[src/rtl/uart_recv.sv]
// 8N1 UART receiver: 2-flop synchronized, mid-bit sampled, one-deep output register with RxAck release.
// Byte visible on the stop-sample edge (~9.5 bits after start); no backpressure, unacknowledged bytes are overwritten and flagged.
module uart_recv #(
    parameter int CLKS_PER_BIT = 16,
    parameter int DATA_BITS    = 8
) (
    input  logic                 clock,
    input  logic                 reset,
    input  logic                 RxIn,
    input  logic                 RxAck,
    output logic [DATA_BITS-1:0] RxData,
    output logic                 RxFull,
    output logic                 FrameErr,
    output logic                 Overrun,
    output logic                 RxBusy
);

    localparam int TW = $clog2(CLKS_PER_BIT);
    localparam int IW = $clog2(DATA_BITS + 1);
    localparam logic [TW-1:0] HALF_LAST = TW'(CLKS_PER_BIT / 2 - 1);
    localparam logic [TW-1:0] BIT_LAST  = TW'(CLKS_PER_BIT - 1);
    localparam logic [IW-1:0] IDX_LAST  = IW'(DATA_BITS - 1);

    typedef enum logic [1:0] {IDLE, START, DATA, STOP} state_t;

    state_t               state;
    logic                 sync1;
    logic                 line;
    logic                 prev_line;
    logic [TW-1:0]        timer;
    logic [IW-1:0]        idx;
    logic [DATA_BITS-1:0] shreg;

    // Synchronizer and edge-detect history idle high so reset never looks like a start edge.
    always_ff @(posedge clock) begin
        if (reset) begin
            sync1     <= 1'b1;
            line      <= 1'b1;
            prev_line <= 1'b1;
        end else begin
            sync1     <= RxIn;
            line      <= sync1;
            prev_line <= line;
        end
    end

    always_ff @(posedge clock) begin
        if (reset) begin
            state    <= IDLE;
            timer    <= '0;
            idx      <= '0;
            shreg    <= '0;
            RxData   <= '0;
            RxFull   <= 1'b0;
            FrameErr <= 1'b0;
            Overrun  <= 1'b0;
            RxBusy   <= 1'b0;
        end else begin
            // Ack clears first; frame completion below overrides on the same edge.
            if (RxAck) begin
                RxFull   <= 1'b0;
                FrameErr <= 1'b0;
                Overrun  <= 1'b0;
            end

            case (state)
                IDLE: begin
                    if (prev_line && !line) begin
                        state  <= START;
                        timer  <= '0;
                        RxBusy <= 1'b1;
                    end
                end
                START: begin
                    if (timer == HALF_LAST) begin
                        if (!line) begin
                            state <= DATA;
                            timer <= '0;
                            idx   <= '0;
                        end else begin
                            state  <= IDLE;
                            timer  <= '0;
                            RxBusy <= 1'b0;
                        end
                    end else begin
                        timer <= timer + TW'(1);
                    end
                end
                DATA: begin
                    if (timer == BIT_LAST) begin
                        // LSB arrives first, so shifting right lands each bit at its index.
                        shreg <= {line, shreg[DATA_BITS-1:1]};
                        timer <= '0;
                        if (idx == IDX_LAST) begin
                            state <= STOP;
                            idx   <= '0;
                        end else begin
                            idx <= idx + IW'(1);
                        end
                    end else begin
                        timer <= timer + TW'(1);
                    end
                end
                STOP: begin
                    if (timer == BIT_LAST) begin
                        state  <= IDLE;
                        timer  <= '0;
                        RxBusy <= 1'b0;
                        if (line) begin
                            RxData <= shreg;
                            RxFull <= 1'b1;
                            if (RxFull && !RxAck) begin
                                Overrun <= 1'b1;
                            end
                        end else begin
                            FrameErr <= 1'b1;
                        end
                    end else begin
                        timer <= timer + TW'(1);
                    end
                end
                default: begin
                    state  <= IDLE;
                    timer  <= '0;
                    RxBusy <= 1'b0;
                end
            endcase
        end
    end

endmodule

[config.mk]
export PLATFORM = sky130hd
export DESIGN_NAME = uart_recv
export DESIGN_NICKNAME = d
export VERILOG_FILES = /design/src/rtl/uart_recv.sv
export SDC_FILE = /design/constraint.sdc
export NUM_CORES = 1
export LEC_CHECK = 0
export ABC_AREA = 1
export CORE_MARGIN = 1.5
export CORE_UTILIZATION = 50
export DETAILED_ROUTE_END_ITERATION = 8
export DONT_BUFFER_PORTS = 1
export PLACE_DENSITY = 0.72
export SYNTH_ARGS = -nofsm -noshare
export SYNTH_HDL_FRONTEND = slang
export SYNTH_SLANG_ARGS = --single-unit
[constraint.sdc]
create_clock -name clock -period 1.4 [get_ports clock]
set_input_delay 0.21 -clock clock [delete_from_list [all_inputs] [get_ports clock]]
set_output_delay 0.21 -clock clock [all_outputs]
set_load 0.02 [all_outputs]
==> results of run 1 <==
## routing by layer
layer  routed length (um)  share of wire (%)  vias to the layer above  global-route usage, %
li1                     -                  -                      612                      -
met1                 1240                 46                      534                   22.4
met2                 1320                 49                       27                   31.6
met3                  116                4.3                        2                   6.32
met4                   15               0.56                        0                   6.27
met5                    0                  0                        -                      0
## logic make-up after synthesis
family	Yosys count	synth area share, %
buffers and inverters	22	6.86
adder cells (fa/ha/maj)	2	1.83
flip-flops	33	48.3
AND/OR/NAND/NOR	88	28.5
XOR/XNOR	1	0.641
AO/OA/AOI/OAI	37	13.9
## worst max-delay path, cell delays in order, from the launching register on
cell and delay, ps:
sky130_fd_sc_hd__dfxtp_4 380, sky130_fd_sc_hd__ha_4 160, sky130_fd_sc_hd__nand3_4 140, sky130_fd_sc_hd__nor3_4 230, sky130_fd_sc_hd__buf_6 160, sky130_fd_sc_hd__o21ai_0 80
sky130_fd_sc_hd__nor2_1 100
## cell usage in the layout (no fill, tap or decap), types with 2 or more instances in the layout
cell and instances:
sky130_fd_sc_hd__nor2_2 3, sky130_fd_sc_hd__o21ai_0 21, sky130_fd_sc_hd__buf_4 6, sky130_fd_sc_hd__inv_1 14
sky130_fd_sc_hd__clkbuf_4 5, sky130_fd_sc_hd__dfxtp_1 31, sky130_fd_sc_hd__dlygate4sd3_1 3, sky130_fd_sc_hd__nand2_1 30
sky130_fd_sc_hd__a21oi_1 13, sky130_fd_sc_hd__or2_2 2, sky130_fd_sc_hd__inv_2 2, sky130_fd_sc_hd__nand3_1 9
sky130_fd_sc_hd__nor2_1 37
## where the power goes
part / total (mW) / switching, mW / internal [mW]
Clock: 0.742 / 0.315 / 0.427
Sequential: 0.983 / 0.0232 / 0.960
Combinational: 0.172 / 0.103 / 0.0686
Total: 1.90 / 0.442 / 1.45
## timing repair
item                                   CTS  global route
hold buffers                             3             0
buffers inserted                         0             1
setup endpoints to repair               17            11
gates resized for setup                  5             7
pin swaps                                1             3
endpoints found under the hold margin    9             0
## stage by stage
step                total power, mW  setup TNS [ps]
floorplan                      1.11               0
global placement               1.14               0
detailed placement             1.15           -98.8
CTS                            1.89               0
global route                   1.99           -22.3
finish                         1.90               0
## cells in the mapped netlist
cell,number,share of area (%)
sky130_fd_sc_hd__nand4_1,1,0.46
sky130_fd_sc_hd__nor2_4,1,0.82
sky130_fd_sc_hd__inv_1,15,4.1
sky130_fd_sc_hd__nor2_2,1,0.46
sky130_fd_sc_hd__nand2_2,1,0.46
sky130_fd_sc_hd__a21oi_1,13,4.8
sky130_fd_sc_hd__nor3_1,1,0.37
sky130_fd_sc_hd__nand3_4,1,1.3
sky130_fd_sc_hd__buf_4,3,1.6
sky130_fd_sc_hd__ha_1,2,1.8
sky130_fd_sc_hd__nor2_1,39,11
sky130_fd_sc_hd__o21ai_0,22,8.1
sky130_fd_sc_hd__xor2_1,1,0.64
sky130_fd_sc_hd__nor3_4,1,1.2
sky130_fd_sc_hd__dfxtp_1,33,48
sky130_fd_sc_hd__o21bai_1,1,0.55
sky130_fd_sc_hd__clkbuf_1,2,0.55
sky130_fd_sc_hd__nand2_1,31,8.5
sky130_fd_sc_hd__nand3_1,9,3.3
sky130_fd_sc_hd__buf_1,1,0.27
sky130_fd_sc_hd__or2_2,2,0.91
sky130_fd_sc_hd__inv_2,1,0.27
sky130_fd_sc_hd__o31ai_1,1,0.55
## cell type report
class                           instances  area, um2
Fill cell                             222        950
Sequential cell                        33        666
Multi-Input combinational cell        128        638
Timing Repair Buffer                   10       86.3
Inverter                               16       60.1
Clock buffer                            7       55.1
Tap cell                               30       37.5
Clock inverter                          1       30.0
## worst max path at each step
stage / end / cells after the start / slack (ps) / start
2_1_floorplan: RxData[0]$_SDFFE_PP0P_ / 6 / 80 / timer[0]$_SDFFE_PP0P_
3_3_place_gp: shreg[6]$_SDFFE_PP0P_ / 6 / 40 / timer[1]$_SDFFE_PP0P_
3_5_place_dp: shreg[3]$_SDFFE_PP0P_ / 6 / -20 / timer[1]$_SDFFE_PP0P_
4_1_cts: RxData[7]$_SDFFE_PP0P_ / 6 / 30 / timer[0]$_SDFFE_PP0P_
5_1_grt: RxData[3]$_SDFFE_PP0P_ / 6 / -10 / timer[1]$_SDFFE_PP0P_
6_report: RxData[7]$_SDFFE_PP0P_ / 6 / 70 / timer[1]$_SDFFE_PP0P_
## registers in the layout, summed over array words and instances (netlist names), named ones only
| register | flops |
|---|---|
| line | 1 |
| Overrun | 1 |
| RxFull | 1 |
| idx | 4 |
| state | 1 |
| timer | 4 |
| RxData | 8 |
| FrameErr | 1 |
| prev_line | 1 |
| RxBusy | 1 |
| shreg | 8 |
| sync1 | 1 |
==> summary.md, run 1 <==
| Metric | Value |
|---|---|
| Crit Path Category | reg2reg |
| Die area | 3060 um2 |
| Die Wd | 55.3 um |
| Setup violation total in the final timing report | 0 |
| Final cell count without fillers | 225 |
| Row count | 18 |
| Post-synth net total | 189 |
| Number of register bits inferred by synthesis | 33 |
| First-pass GRT wire length | 4.58 mm |
| Setup crit end kind | flip-flop |
| Via count of the first global-routing pass | 1072 |
| Cell count of the worst hold path | 3 |
| Maximum number of pins on one net before global-route repair | 18 |
| Layout Area Growth over Synthesis | 15.0% |
| Number of detailed-routing iterations run before antenna repair | 6 |
| Clock Pin Slew Worst Setup and Hold Paths | 100 ps |
| Netlist area before placement | 1370 um2 |
| Final critical-path share of the clock period | 94.7% |
| Reg2reg start | timer[1]$_SDFFE_PP0P_ |
| Sinks on the clock net | 33 |
| Worst hold path type | in2reg |
| Number of antenna violations at the first check in global routing | 0 |
| Worst slew margin relative to its limit | 77.2% |
| Number of buffers inserted during clock tree synthesis | 5 |
| Ant diodes | 0 |
| Fin Clk Skew | 5.20 ps |
| Number of violations reported at the end of detailed-routing iteration 0 | 36 |
| GP Congestion | 0.824 |
| Maximum ir drop on the vdd rail | 0.815 mV |
| Average footprint of a synthesized cell | 7.47 um2 |
| Highest attainable clock frequency | 755 MHz |
| H-tree depth reported by CTS | 2 |
| Reg2reg end | RxData[7]$_SDFFE_PP0P_ |
| P_leak | 0.694 nW |
| Clock root buffer | sky130_fd_sc_hd__clkbuf_4 |
| I/O pin count | 16 |
| Finished Core Util | 62.4% |
| Number of cells in the design after placement | 213 |
| Drt drc | 0 |
| Final min period | 1330 ps |
| PD cells | 1210 nW/um2 |
| Detailed Route WL | 2.69 mm |
| Post-place setup slack | -22.5 ps |
| Share of final-layout standard cells stronger than drive strength 1 | 14.9% |
| Depth of the most critical reg-to-reg path | 6 |
| Total Nets Final | 200 |
| TritonCTS clock tree | yes |
| Capture endpoint of the worst hold path | timer[0]$_SDFFE_PP0P_ |
| Std-Cell Core Area | 2520 um2 |
| Fin worst setup slack | 74.7 ps |
| Worst min-delay path startpoint | reset |
| Count of synthesis-stage warnings from yosys | 0 |
| Transition time of the tightest slew-check pin | 341 ps |
| Antenna-violating nets left | 0 |
| Min Hold Slack | 54.0 ps |
| Chip height | 55.3 um |
| Hpwl dp | 1.82 mm |
| All-layer global routing usage | 18.8% |
| Maximum number of buffers from clock root to sink | 2 |
| Vias/cell | 5.22 |
| Largest fanout of any net on the critical path | 7 |
| Per-cell routed wire length | 11.9 um |
| Outcome | completed |
| Minimum setup slack among reg-to-reg paths | 70 ps |
| Arrival time worst endpoint | 1590 ps |
| Count of pins over their slew limit | 0 |
| Quantity of I/O buffers inserted on ports | 0 |
| Area after DPL | 1420 um2 |
| Post-route cell area | 1570 um2 |
| Count of different cell masters after synthesis | 23 |
| Number of vias in the routed layout | 1175 |
| Clk_lat worst skew | 320 ps |
| Initial cell density of the core | 54.2% |
| Critical path data required time | 1670 ps |
| Final hold vios | 0 |
| Crit start category | flip-flop |
| Max Cap Viol | 0 |
| GRT overflow | 0 |
| Post-Syn Instances | 183 |
| Share of the yosys chip area belonging to registers | 48.3% |
Note: power is estimated with default switching activity, not from simulation.
==> run 2: changes to the inputs <==
Settings changed: PLACE_DENSITY 0.72 to 0.69.
Clock period 1.4 ns to 1.5 ns, I/O delays scaled along.
==> run 2 against run 1 <==
Against the previous run:
- hold slack gained 1.3 ps
- core utilization shrank 2.7 points
- critical path type unchanged
- power shrank 18%
- non-clock buffer count shrank 3
- cell count shrank 1.8%
- largest power group unchanged
==> summary.md, run 2 (synthesis gave the netlist of run 1 again) <==
| Metric | Value |
|---|---|
| Outcome | completed |
| Buf/Inv on CP | 0 (-1) |
| Total power of the final layout | 1.55 mW (-18%) |
| Clock Pin Slew Worst Setup and Hold Paths | 100 ps (about the same) |
| Most frequent standard cell in the layout excluding fill and tap cells | sky130_fd_sc_hd__nor2_1 |
| Hpwl dp | 1.82 mm (-0.13%) |
| Antenna-violating nets left | 0 (unchanged) |
| Total Nets Final | 197 (-1.5%) |
| Number of cells in the design after placement | 211 (-0.94%) |
| Share of final-layout standard cells stronger than drive strength 1 | 12.0% (-2.8 points) |
| Largest fanout of any net on the critical path | 5 (-2) |
| Post-route cell area | 1510 um2 (-4.3%) |
| Crit Path Category | reg2reg |
| Std-Cell Core Area | 2520 um2 (unchanged) |
| Die area | 3060 um2 (unchanged) |
| Setup crit end kind | flip-flop |
| Clock root buffer | sky130_fd_sc_hd__clkbuf_4 |
| Via count of the first global-routing pass | 1093 (+2.0%) |
| Critical path data required time | 1730 ps (+60 ps) |
| Count of pins over their slew limit | 0 (unchanged) |
| Clk_lat worst skew | 320 ps (about the same) |
| GRT overflow | 0 (unchanged) |
| Final hold vios | 0 (unchanged) |
| Maximum number of buffers from clock root to sink | 2 (unchanged) |
| Buffers inserted during post-CTS setup optimization | 0 (unchanged) |
| Cell occurring most often along the worst timing path | sky130_fd_sc_hd__nand2_1 |
| All-layer global routing usage | 18.7% (-0.040 points) |
| Total negative slack | 0 ps (unchanged) |
| P_leak | 0.666 nW (-4.0%) |
| Crit start category | flip-flop |
| Max Cap Viol | 0 (unchanged) |
| Most frequent cells in the layout | sky130_fd_sc_hd__nor2_1, sky130_fd_sc_hd__nand2_1, sky130_fd_sc_hd__dfxtp_1 |
| Highest attainable clock frequency | 740 MHz (-2.0%) |
| Final cell count without fillers | 221 (-1.8%) |
| Ant diodes | 0 (unchanged) |
| I/O pin count | 16 (unchanged) |
| Vias/cell | 5.26 (+0.77%) |
| Number of violations reported at the end of detailed-routing iteration 0 | 30 (-17%) |
| TritonCTS clock tree | yes |
| Chain of cells forming the critical path | ha_4 -> nand3_1 -> nand2_1 -> nand2_1 -> nor2_4 -> nand2_1 -> nand2_1 -> nor2_1 |
| Largest registers | RxData: 8 flops, shreg: 8 flops |
| Sinks on the clock net | 33 (unchanged) |
| Number of detailed-routing iterations run before antenna repair | 4 (-2) |
| Maximum ir drop on the vdd rail | 1.02 mV (+25%) |
| Finished Core Util | 59.7% (-2.7 points) |
| CP max-delay cell | sky130_fd_sc_hd__dfxtp_1 |
| GP Congestion | 0.801 (-2.8%) |
| Area after DPL | 1400 um2 (-1.1%) |
| Maximum number of pins on one net before global-route repair | 17 (-1) |
| Per-cell routed wire length | 11.8 um (-0.92%) |
| Detailed Route WL | 2.62 mm (-2.7%) |
| Transition time of the tightest slew-check pin | 365 ps (+24.0 ps) |
| Row count | 18 (unchanged) |
| PD cells | 1030 nW/um2 (-15%) |
| Chip height | 55.3 um (unchanged) |
| H-tree depth reported by CTS | 2 (unchanged) |
| Arrival time worst endpoint | 1580 ps (about the same) |
| Number of buffers inserted during clock tree synthesis | 5 (unchanged) |
| Final min period | 1350 ps (+26.8 ps) |
| Setup violation total in the final timing report | 0 (unchanged) |
| Worst slew margin relative to its limit | 75.6% (-1.6 points) |
| Die Wd | 55.3 um (unchanged) |
| Fillers | 244 (+9.9%) |
| First-pass GRT wire length | 4.69 mm (+2.3%) |
| Fin Clk Skew | 10.0 ps (+4.84 ps) |
| Worst hold path type | in2reg |
| Quantity of I/O buffers inserted on ports | 0 (unchanged) |
| Number of antenna violations at the first check in global routing | 0 (unchanged) |
| Number of vias in the routed layout | 1163 (-1.0%) |
| Top cell family by delay on the critical path | simple AND/OR/NAND/NOR gates |
| Initial cell density of the core | 54.2% (unchanged) |
| Stage delay of the slowest cell on the critical path | 410 ps (+30 ps) |
| Final critical-path share of the clock period | 90.1% (-4.5 points) |
| Layout Area Growth over Synthesis | 10.1% |
| Drt drc | 0 (unchanged) |
run 2: layout make-up:
cell class / instances / area, um2 / area share (%)
Tap cell: 30 / 37.5 / 2.49
Clock buffer: 7 / 55.1 / 3.66
Multi-Input combinational cell: 128 / 628 / 41.7
Timing Repair Buffer: 7 / 60.1 / 3.99
Sequential cell: 33 / 664 / 44.1
Inverter: 16 / 60.1 / 3.99
run 2: tightest hold or removal path: stages:
cell	delay, ps
sky130_fd_sc_hd__a21oi_1	20
sky130_fd_sc_hd__o21ai_0	70
sky130_fd_sc_hd__inv_1	40
run 2: per-layer routing:
metal / track usage [%] / up-vias / part of all wire [%]
met2: 31.8 / 18 / 48
met1: 22.5 / 539 / 47
met5: 0 / - / 0
met3: 5.62 / 4 / 3.7
met4: 6.27 / 0 / 1.1
li1: - / 602 / -
run 2: timing repair:
action                                 CTS  global route
endpoints found under the hold margin    9             0
setup endpoints to repair                0            22
gates resized for setup                  0             6
hold buffers                             3             0
run 2: through the flow:
step | setup slack [ps] | hold WS [ps]
floorplan | 183 | 304
global placement | 116 | 296
finish | 148 | 55.3
global route | -3.03 | 44.2
CTS | 31.7 | 49.3
detailed placement | 55.7 | 297
run 2: worst paths after layout:
kind | startpoint | to | slack (ps) | cells after the start
worst max-delay path | timer[1]$_SDFFE_PP0P_ | idx[3]$_SDFFE_PP0P_ | 150 | 8
worst max register to register | timer[1]$_SDFFE_PP0P_ | idx[3]$_SDFFE_PP0P_ | 150 | 8
worst min register to register | sync1$_SDFF_PP1_ | line$_SDFF_PP1_ | 430 | 1
worst min-delay path | reset | timer[0]$_SDFFE_PP0P_ | 60 | 3
run 2: power by group:
| group | leakage (nW) | switching [mW] | total (mW) | internal [mW] |
|---|---|---|---|---|
| sequential | 0.268 | 0.0292 | 0.927 | 0.897 |
| combinational | 0.367 | 0.0797 | 0.125 | 0.0451 |
| clock | 0.0314 | 0.278 | 0.499 | 0.221 |
| total | 0.666 | 0.387 | 1.55 | 1.16 |
==> run 3: changes to the inputs <==
Settings changed: PLACE_DENSITY 0.69 to default, PLACE_DENSITY_LB_ADDON from default to 0.05.
==> run 3 against run 2 <==
Against the previous run:
- critical path depth is 2 lower
- register-to-register slack worse by 50 ps
- flip-flop and latch count stayed put
- largest power group unchanged
- power is 0.84% higher
- critical endpoint is now RxData[5]$_SDFFE_PP0P_
- sequential power hardly changed
- hold slack worse by 31 ps
- combinational power hardly changed
- via count is 2.8% lower
- critical path type unchanged
==> summary.md, run 3 (synthesis gave the netlist of run 1 again) <==
| Metric | Value |
|---|---|
| Worst min-delay path startpoint | reset |
| Stage delay of the slowest cell on the critical path | 380 ps (-30 ps) |
| Quantity of I/O buffers inserted on ports | 0 (unchanged) |
| Fillers | 241 (-1.2%) |
| Clk_lat worst skew | 340 ps (+20 ps) |
| Arrival time worst endpoint | 1670 ps (+90 ps) |
| Setup crit end kind | flip-flop |
| Number of vias in the routed layout | 1131 (-2.8%) |
| Std-Cell Core Area | 2520 um2 (unchanged) |
| TritonCTS clock tree | yes |
| Setup violation total in the final timing report | 0 (unchanged) |
| Min Hold Slack | 24.5 ps (-30.8 ps) |
| Reg2reg start | timer[0]$_SDFFE_PP0P_ |
| Sinks on the clock net | 33 (unchanged) |
| Most frequent standard cell in the layout excluding fill and tap cells | sky130_fd_sc_hd__nor2_1 |
| Largest fanout of any net on the critical path | 7 (+2) |
| Ant diodes | 0 (unchanged) |
| Fin Clk Skew | 10.6 ps (+0.531 ps) |
| Number of cells in the design after placement | 211 (unchanged) |
| Die area | 3060 um2 (unchanged) |
| Vias/cell | 5.12 (-2.8%) |
| Layout Area Growth over Synthesis | 10.8% |
| Die Wd | 55.3 um (unchanged) |
| Most frequent cells in the layout | sky130_fd_sc_hd__nor2_1, sky130_fd_sc_hd__dfxtp_1, sky130_fd_sc_hd__nand2_1 |
| Critical path data required time | 1770 ps (+40 ps) |
| Chain of cells forming the critical path | ha_4 -> nand3_4 -> nor3_4 -> buf_6 -> o21ai_0 -> nor2_1 |
| Largest registers | RxData: 8 flops, shreg: 8 flops |
| Outcome | completed |
| CP max-delay cell | sky130_fd_sc_hd__dfxtp_4 |
| Initial cell density of the core | 54.2% (unchanged) |
| Chip height | 55.3 um (unchanged) |
| Final min period | 1400 ps (+45.8 ps) |
| Count of pins over their slew limit | 0 (unchanged) |
| Via count of the first global-routing pass | 1058 (-3.2%) |
| Final critical-path share of the clock period | 93.2% (+3.1 points) |
| Antenna-violating nets left | 0 (unchanged) |
| Clock Pin Slew Worst Setup and Hold Paths | 100 ps (about the same) |
| Per-cell routed wire length | 12.1 um (+2.5%) |
| Highest attainable clock frequency | 715 MHz (-3.3%) |
| Max Cap Viol | 0 (unchanged) |
| GP Congestion | 0.766 (-4.3%) |
| GRT overflow | 0 (unchanged) |
| PD cells | 1030 nW/um2 (+0.17%) |
| Row count | 18 (unchanged) |
| Worst slew margin relative to its limit | 77.6% (+2.0 points) |
| Maximum ir drop on the vdd rail | 0.796 mV (-22%) |
| Total negative slack | 0 ps (unchanged) |
| Number of buffers inserted during clock tree synthesis | 5 (unchanged) |
| First-pass GRT wire length | 4.66 mm (-0.60%) |
| Number of detailed-routing iterations run before antenna repair | 4 (unchanged) |
| Detailed Route WL | 2.68 mm (+2.5%) |
| I/O pin count | 16 (unchanged) |
| Setup repair after global routing missed its margin | true |
| Total power of the final layout | 1.56 mW (+0.84%) |
| Clock root buffer | sky130_fd_sc_hd__clkbuf_4 |
| Final hold vios | 0 (unchanged) |
| Drt drc | 0 (unchanged) |
| Crit start category | flip-flop |
| All-layer global routing usage | 19.7% (+0.96 points) |
| Transition time of the tightest slew-check pin | 334 ps (-30.6 ps) |
| Total Nets Final | 197 (unchanged) |
| Crit Path Category | reg2reg |
| Maximum number of buffers from clock root to sink | 2 (unchanged) |
| Hpwl dp | 1.86 mm (+2.1%) |
| Share of final-layout standard cells stronger than drive strength 1 | 12.0% (unchanged) |
| Number of antenna violations at the first check in global routing | 0 (unchanged) |
| Final cell count without fillers | 221 (unchanged) |
| P_leak | 0.668 nW (+0.27%) |
| H-tree depth reported by CTS | 2 (unchanged) |
| Worst hold path type | in2reg |
| Maximum number of pins on one net before global-route repair | 17 (unchanged) |
| Number of violations reported at the end of detailed-routing iteration 0 | 34 (+13%) |
| Critical Path Start | timer[0]$_SDFFE_PP0P_ |
[run 3: through the flow]
step / util (%) / setup WS, ps / cell area, um2
6_report: 60.1 / 102 / 1520
5_1_grt: 60.1 / -15.7 / 1520
4_1_cts: 58.9 / 49.9 / 1490
3_5_place_dp: 55.6 / 63.9 / 1400
3_3_place_gp: 55.6 / 109 / 1400
2_1_floorplan: - / 183 / 1370
[run 3: cell type report]
| cell class | count | area (um2) | share of cell area [%] |
|---|---|---|---|
| repair buffers | 7 | 63.8 | 4.21 |
| clock buffers | 7 | 55.1 | 3.63 |
| flip-flops and latches | 33 | 666 | 43.9 |
| well taps | 30 | 37.5 | 2.48 |
| multi-input cells | 128 | 631 | 41.6 |
| inverters | 16 | 62.6 | 4.13 |
[run 3: timing repair]
item / in CTS / in global routing
endpoints found under the setup margin: 0 / 23
buffers inserted: 0 / 0
hold buffers: 3 / 0
endpoints found under the hold margin: 9 / 0
gates resized for setup: 0 / 9
[run 3: critical path: cells and delay by family, from the launching register on]
| kind | cells | cell delay (ps) |
|---|---|---|
| fa+ha+maj | 1 | 160 |
| flops | 1 | 380 |
| compound gates | 1 | 70 |
| simple gates | 3 | 550 |
| buf+inv | 1 | 160 |
[run 3: power by group]
group	switching [mW]	internal, mW	leakage, nW
Combinational	0.0813	0.0460	0.369
Clock	0.289	0.221	0.0314
Sequential	0.0288	0.897	0.268
[run 3: worst paths after layout]
kind,to,slack [ps],cells after the start
hold / removal,timer[0]$_SDFFE_PP0P_,20,3
setup reg to reg,RxData[5]$_SDFFE_PP0P_,100,6
hold reg to reg,line$_SDFF_PP1_,420,1
setup / recovery,RxData[5]$_SDFFE_PP0P_,100,6
[run 3: routing by layer]
metal	global-route usage [%]	up-vias	part of all wire, %
li1	-	606	-
met1	22.0	505	45
met2	32.5	13	49
met3	7.96	7	4.1
met4	9.41	0	2.1
met5	0	-	0
